## src/rtl/slc3_mem_pkg.sv

```systemverilog
// Shared types and defaults for the SLC-3 SRAM arbiter.
//   mem_state_t : access sequencer states
//   req_id_t    : requester identity (CPU / program loader)
//   mem_req_t   : one requester's access payload
package slc3_mem_pkg;

    typedef enum logic [1:0] {
        IDLE,
        SETUP,
        ACCESS,
        DONE
    } mem_state_t;

    typedef enum logic {
        CPU,
        LDR
    } req_id_t;

    typedef struct packed {
        logic        we;
        logic [15:0] addr;
        logic [15:0] wdata;
    } mem_req_t;

    localparam logic [15:0]  DEFAULT_IO_ADDR     = 16'hFFFF;
    localparam int unsigned  DEFAULT_WAIT_CYCLES = 2;
    localparam int unsigned  DEFAULT_ADDR_W      = 20;

endpackage

```

## src/rtl/rr_arb2.sv

```systemverilog
// Two-way round-robin arbiter between CPU and loader.
// Ports:
//   i_clk, i_reset     : clock, synchronous active-high reset
//   i_cpu_req          : CPU request
//   i_ldr_req          : loader request
//   i_update           : commit current winner as the last-granted requester
//   o_valid_c          : some requester is present (combinational)
//   o_winner_c         : granted requester (combinational)
module rr_arb2
    import slc3_mem_pkg::*;
(
    input  logic    i_clk,
    input  logic    i_reset,
    input  logic    i_cpu_req,
    input  logic    i_ldr_req,
    input  logic    i_update,
    output logic    o_valid_c,
    output req_id_t o_winner_c
);

    req_id_t r_rr_last;

    // Sole requester wins; on a tie the one not served last wins.
    always_comb begin
        o_valid_c  = i_cpu_req | i_ldr_req;
        o_winner_c = CPU;
        if (i_cpu_req && i_ldr_req) begin
            o_winner_c = (r_rr_last == CPU) ? LDR : CPU;
        end else if (i_ldr_req) begin
            o_winner_c = LDR;
        end
    end

    // Starting from LDR lets the CPU win the first tie.
    always_ff @(posedge i_clk) begin
        if (i_reset) begin
            r_rr_last <= LDR;
        end else if (i_update) begin
            r_rr_last <= o_winner_c;
        end
    end

endmodule

```

## src/rtl/slc3_mem_arbiter.sv

```systemverilog
// Shares the external SRAM between the SLC-3 CPU and the loader/debug port.
// Sequences reads/writes with active-low strobes and decodes the
// memory-mapped switch/hex word at IO_ADDR.
// Ports:
//   i_clk, i_reset                  : clock, synchronous active-high reset
//   i_cpu_* / o_cpu_*               : CPU request, read data, ready pulse
//   i_ldr_* / o_ldr_*               : loader request, read data, ready pulse
//   i_s                             : switch inputs (read at IO_ADDR)
//   o_hex_out                       : hex display register (written at IO_ADDR)
//   o_ce, o_oe, o_we, o_ub, o_lb    : SRAM strobes, active-low
//   o_addr                          : SRAM address
//   o_sram_dq_out, o_sram_dq_oe     : write data and its output enable
//   i_sram_dq_in                    : SRAM data pin as seen by the block
module slc3_mem_arbiter
    import slc3_mem_pkg::*;
#(
    parameter int unsigned WAIT_CYCLES = DEFAULT_WAIT_CYCLES,
    parameter logic [15:0] IO_ADDR     = DEFAULT_IO_ADDR,
    parameter int unsigned ADDR_W      = DEFAULT_ADDR_W
)
(
    input  logic              i_clk,
    input  logic              i_reset,
    input  logic              i_cpu_req,
    input  logic              i_cpu_we,
    input  logic [15:0]       i_cpu_addr,
    input  logic [15:0]       i_cpu_wdata,
    output logic [15:0]       o_cpu_rdata,
    output logic              o_cpu_ready,
    input  logic              i_ldr_req,
    input  logic              i_ldr_we,
    input  logic [15:0]       i_ldr_addr,
    input  logic [15:0]       i_ldr_wdata,
    output logic [15:0]       o_ldr_rdata,
    output logic              o_ldr_ready,
    input  logic [15:0]       i_s,
    output logic [15:0]       o_hex_out,
    output logic              o_ce,
    output logic              o_oe,
    output logic              o_we,
    output logic              o_ub,
    output logic              o_lb,
    output logic [ADDR_W-1:0] o_addr,
    output logic [15:0]       o_sram_dq_out,
    output logic              o_sram_dq_oe,
    input  logic [15:0]       i_sram_dq_in
);

    localparam int unsigned CNT_W = (WAIT_CYCLES > 1) ? $clog2(WAIT_CYCLES) : 1;

    mem_state_t       r_state;
    req_id_t          r_owner;
    logic             r_we;
    logic [CNT_W-1:0] r_cnt;

    logic             w_valid_c;
    req_id_t          w_winner_c;
    mem_req_t         w_win_req;
    logic             w_is_io;
    logic             w_update;

    rr_arb2 u_rr_arb2 (
        .i_clk      (i_clk),
        .i_reset    (i_reset),
        .i_cpu_req  (i_cpu_req),
        .i_ldr_req  (i_ldr_req),
        .i_update   (w_update),
        .o_valid_c  (w_valid_c),
        .o_winner_c (w_winner_c)
    );

    // Winner's request payload and address decode.
    always_comb begin
        w_win_req.we    = i_cpu_we;
        w_win_req.addr  = i_cpu_addr;
        w_win_req.wdata = i_cpu_wdata;
        if (w_winner_c == LDR) begin
            w_win_req.we    = i_ldr_we;
            w_win_req.addr  = i_ldr_addr;
            w_win_req.wdata = i_ldr_wdata;
        end
        w_is_io  = (w_win_req.addr == IO_ADDR);
        w_update = (r_state == IDLE) && w_valid_c;
    end

    // Access sequencer; strobes are registered so each state's values
    // are set on the edge that enters it.
    always_ff @(posedge i_clk) begin
        if (i_reset) begin
            r_state       <= IDLE;
            r_owner       <= CPU;
            r_we          <= 1'b0;
            r_cnt         <= '0;
            o_cpu_rdata   <= '0;
            o_cpu_ready   <= 1'b0;
            o_ldr_rdata   <= '0;
            o_ldr_ready   <= 1'b0;
            o_hex_out     <= '0;
            o_ce          <= 1'b1;
            o_oe          <= 1'b1;
            o_we          <= 1'b1;
            o_ub          <= 1'b1;
            o_lb          <= 1'b1;
            o_addr        <= '0;
            o_sram_dq_out <= '0;
            o_sram_dq_oe  <= 1'b0;
        end else begin
            o_cpu_ready <= 1'b0;
            o_ldr_ready <= 1'b0;
            case (r_state)
                IDLE: begin
                    if (w_valid_c) begin
                        r_owner <= w_winner_c;
                        r_we    <= w_win_req.we;
                        if (w_is_io) begin
                            // I/O word completes without touching the SRAM.
                            if (w_win_req.we) begin
                                o_hex_out <= w_win_req.wdata;
                            end else if (w_winner_c == LDR) begin
                                o_ldr_rdata <= i_s;
                            end else begin
                                o_cpu_rdata <= i_s;
                            end
                            if (w_winner_c == LDR) begin
                                o_ldr_ready <= 1'b1;
                            end else begin
                                o_cpu_ready <= 1'b1;
                            end
                            r_state <= DONE;
                        end else begin
                            o_ce   <= 1'b0;
                            o_ub   <= 1'b0;
                            o_lb   <= 1'b0;
                            o_addr <= ADDR_W'(w_win_req.addr);
                            if (w_win_req.we) begin
                                // Data driven one cycle ahead of WE.
                                o_sram_dq_out <= w_win_req.wdata;
                                o_sram_dq_oe  <= 1'b1;
                                o_oe          <= 1'b1;
                                o_we          <= 1'b1;
                            end else begin
                                o_oe <= 1'b0;
                            end
                            r_state <= SETUP;
                        end
                    end
                end
                SETUP: begin
                    r_cnt <= CNT_W'(WAIT_CYCLES - 1);
                    if (r_we) begin
                        o_we <= 1'b0;
                    end
                    r_state <= ACCESS;
                end
                ACCESS: begin
                    if (r_cnt == '0) begin
                        o_ce         <= 1'b1;
                        o_oe         <= 1'b1;
                        o_we         <= 1'b1;
                        o_ub         <= 1'b1;
                        o_lb         <= 1'b1;
                        o_sram_dq_oe <= 1'b0;
                        if (r_owner == LDR) begin
                            o_ldr_ready <= 1'b1;
                            if (!r_we) begin
                                o_ldr_rdata <= i_sram_dq_in;
                            end
                        end else begin
                            o_cpu_ready <= 1'b1;
                            if (!r_we) begin
                                o_cpu_rdata <= i_sram_dq_in;
                            end
                        end
                        r_state <= DONE;
                    end else begin
                        r_cnt <= r_cnt - CNT_W'(1);
                    end
                end
                DONE: begin
                    r_state <= IDLE;
                end
                default: begin
                    r_state <= IDLE;
                end
            endcase
        end
    end

endmodule

```

## config.mk

```make
export PLATFORM = sky130hd
export DESIGN_NAME = slc3_mem_arbiter
export DESIGN_NICKNAME = d
export VERILOG_FILES = /design/src/rtl/slc3_mem_pkg.sv /design/src/rtl/rr_arb2.sv /design/src/rtl/slc3_mem_arbiter.sv
export SDC_FILE = /design/constraint.sdc
export NUM_CORES = 1
export LEC_CHECK = 0
export CAP_MARGIN = 20
export CORE_MARGIN = 2
export CORE_UTILIZATION = 40
export CTS_BUF_LIST = sky130_fd_sc_hd__clkbuf_8
export CTS_CLUSTER_SIZE = 28
export DETAILED_ROUTE_END_ITERATION = 12
export HOLD_SLACK_MARGIN = 0.12
export PLACE_DENSITY_LB_ADDON = 0.1
export SKIP_LAST_GASP = 1
export SLEW_MARGIN = 20
export SYNTH_ARGS = -nofsm -noshare
export SYNTH_HDL_FRONTEND = slang
export SYNTH_HIERARCHICAL = 1
export SYNTH_SLANG_ARGS = --single-unit
export TNS_END_PERCENT = 50
```

## constraint.sdc

```tcl
create_clock -name i_clk -period 3.1 [get_ports i_clk]
set_input_delay 0.62 -clock i_clk [delete_from_list [all_inputs] [get_ports i_clk]]
set_output_delay 0.62 -clock i_clk [all_outputs]
set_load 0.01 [all_outputs]
```

==> results by group <==
Clocking
  • CTS H-tree lvls: 3
  • CTS Buf Count: 9
  • CTS max path bufs: 2
  • Worst-Skew Late Latency: between 0.3 and 0.4 ns
  • Clock Sinks: slightly above 90
  • Cts hold-fix bufs: 0
  • Post-CTS Setup Bufs: 0
  • Cts repair resizes: 0
  • TritonCTS clock tree: built
  • Reg clk slew, reported paths: approximately 0.080 ns
  • Clock root cell: clkbuf_8

STA
  • Final min period: 2.70 ns
  • Fin crit share: just under 90%
  • # setup viols final: 0
  • Worst-Margin Slew: between 0.7 and 0.8 ns
  • Slew Limit Headroom: 50.0%
  • RSZ-0062 raised after global routing: false
  • Hold Violations, Final: 0
  • Maximum clock frequency: 370 MHz
  • Clk_skew: approximately 0.0086 ns
  • Fin. max-slew vios: 0

GRT
  • Gr usage total: approximately a fifth
  • GR peak layer: met2
  • Vias in the first global route: between 3,000 and 4,000
  • Initial antenna violation count: 0
  • GRT Residual Overflow: 0
  • First-pass GRT wire length: around 18,000 µm
  • Grt met2 use: 33.0%
  • M1 GR Usage: a little under a quarter
  • Largest net degree at the start of global routing: about 110
  • GR met3 Demand/Resource: under 10%

Synth
  • Syn_area_per_cell: just under 10 µm²
  • Primary FF master, synth: dfxtp_1
  • FF+latch count, synth: between 90 and 100
  • Syn. warnings: 6
  • Mapped Cells: around 450
  • Post-synth EDFFs: 0
  • Post-Syn Area: around 4400 µm²
  • Asr flop ratio synth: 0%
  • Synth unique cells: between 40 and 50
  • Register area share after synthesis: slightly above 40%

Critical path
  • WP data required: approximately 3.4 ns
  • Critical path peak fanout: 16
  • Slowest cell on the critical path: a31oi_4
  • Worst R2R Path Depth: 6
  • Cell-by-cell trace of the critical path: clkdlybuf4s50_1, a21boi_4, o21ai_0, o21ai_2, nor2_8, a31oi_4, mux2i_1
  • Crit start category: input pin
  • Crit. End Element: register
  • WP data arrival: approximately 3.0 ns
  • Setup Crit Path Kind: in2reg
  • Crit path largest cell delay: ~0.6 ns

Route
  • DRC violations left: 0
  • Antenna violation net count after detailed routing: 0
  • Vias per inst: 4.96
  • Pre-Repair DR Iteration Count: 4
  • Final WL: ~12,000 µm
  • Routed len/inst: roughly 15 µm
  • DRT iter0 DRCs: around 120
  • Via count: ~3,800

Placed design
  • Post-Place Cells: 750
  • Routability Congestion: just over 0.8
  • PortBufs: roughly 190
  • Post-DP HPWL: approximately 8400 µm
  • Post-DP Area: approximately 6400 µm²

Floorplan
  • Row Count: 38
  • I/O Pins: roughly 190
  • Die W: about 110 µm
  • Die Ht: 109 µm
  • Die ar.: about 12,000 µm²
  • Core Area: approximately 11,000 µm²
  • Starting Density: between 40% and 50%

Power and ir drop
  • Combinational Power Share: a little over a third
  • Register share of total power: between 40% and 50%
  • Internal power: ~0.0022 W
  • Clock power share: roughly 22%
  • Reported net switching power: between 0.001 and 0.0015 W
  • VDD IR max: 0.000281 V
  • P per Cell Area: around 500 nW/µm²
  • Switching Share: 31.9%
  • Leakage power: around 2.6 nW

Finish
  • Final #Nets: 728
  • Count of non-filler cells in the finished layout: 767
  • Commonest non-fill, non-tap cells in the layout: clkdlybuf4s50_1, dfxtp_1, mux2i_1
  • N_diodes: 0
  • Layout cell share with drive strength beyond 1: a little over an eighth
  • FILL cells: approximately 960
  • Most common cell after layout, fill and taps aside: clkdlybuf4s50_1
  • Final Instance Area: 6610 µm²
  • Area grow syn2layout: 49.0%

Min path
  • Class of the worst hold path: reg2reg
  • Hold Crit Depth: 2

Run status
  • Outcome: finished, final reports clean

Run
  • Max cap viols: 0
[final cells by class]
class | instances | area, µm² | area share, %
multi-input combinational | 312 | 2370 | 35.9
timing repair buffer | 200 | 2020 | 30.6
sequential | 92 | 1840 | 27.9
tap | 140 | 175 | 2.65
clock buffer | 10 | 138 | 2.08
clock inverter | 6 | 32.5 | 0.493
inverter | 7 | 26.3 | 0.398
[power groups by stage]
stage	Combinational (W)	Clock (W)	Sequential, W
4_1_cts	0.00116	0.000753	0.00141
5_1_grt	0.00125	0.000802	0.00142
3_5_place_dp	0.00116	0	0.00143
6_report	0.00115	0.000726	0.00140
2_1_floorplan	0.000590	0	0.00148
3_3_place_gp	0.00114	0	0.00143
[through the flow]
step	TNS [ns]	util [%]	hold WS, ns	power [W]	worst slack [ns]
detailed placement	-0.00401	59.2	0.467	0.00259	-0.00401
global placement	0	59.2	0.460	0.00257	0.136
global route	0	60.9	0.502	0.00348	0.239
finish	0	60.9	0.478	0.00328	0.399
CTS	0	60.7	0.480	0.00332	0.384
floorplan	0	-	0.463	0.00207	0.915
[cells by family after synthesis]
| kind of cell | share of synthesized area [%] |
|---|---|
| and+or+nand+nor | 17.9 |
| DFF | 41.6 |
| muxes | 18.8 |
| AOI/OAI and AO/OA | 15.0 |
| buffers and inverters | 5.56 |
| adders and majority gates | 1.13 |
| other | 0.0846 |
[final timing paths]
kind	start	slack, ns	to
max	i_ldr_req	0.40	o_cpu_rdata[9]
min	o_cpu_rdata[12]	0.48	o_cpu_rdata[12]
max reg2reg	u_rr_arb2/r_rr_last	0.83	o_cpu_rdata[9]
min reg2reg	o_cpu_rdata[12]	0.48	o_cpu_rdata[12]
[synth_stat cells, types with 6 or more instances]
| cell type | instances | area share, % |
|---|---|---|
| a211oi_1 | 35 | 5.9 |
| dfxtp_1 | 92 | 42 |
| inv_1 | 6 | 0.51 |
| or2_2 | 18 | 2.5 |
| nand2_1 | 7 | 0.59 |
| nor2_2 | 10 | 1.4 |
| mux2i_1 | 82 | 19 |
| buf_2 | 11 | 1.2 |
| a211oi_2 | 14 | 4.0 |
| nor2_1 | 46 | 3.9 |
| o21ai_0 | 6 | 0.68 |
| a21oi_1 | 11 | 1.2 |
| buf_4 | 7 | 1.2 |
| clkbuf_1 | 14 | 1.2 |
| nand2b_1 | 35 | 4.9 |
[layer usage]
metal  part of all wire, %  wire, µm
met1                    42      4890
met2                    50      5710
met3                   6.3       722
met4                   1.7       197
met5                     0         0
[state kept, by name, indices dropped and copies added (netlist names)]
signal,count
o_ldr_ready,1
o_hex_out,16
r_cnt,1
o_we,1
r_we,1
o_cpu_ready,1
o_oe,1
o_ldr_rdata,16
r_owner,1
o_lb,1
u_rr_arb2/r_rr_last,1
o_sram_dq_out,16
o_sram_dq_oe,1
o_addr,16
r_state,2
o_cpu_rdata,16
[critical path, delay by kind of cell]
family                 cells  cell delay (ns)
buffers and inverters      1             0.49
muxes                      1             0.27
and+or+nand+nor            1             0.08
AOI/OAI and AO/OA          4             1.52
Note: power is estimated with default switching activity, not from simulation.
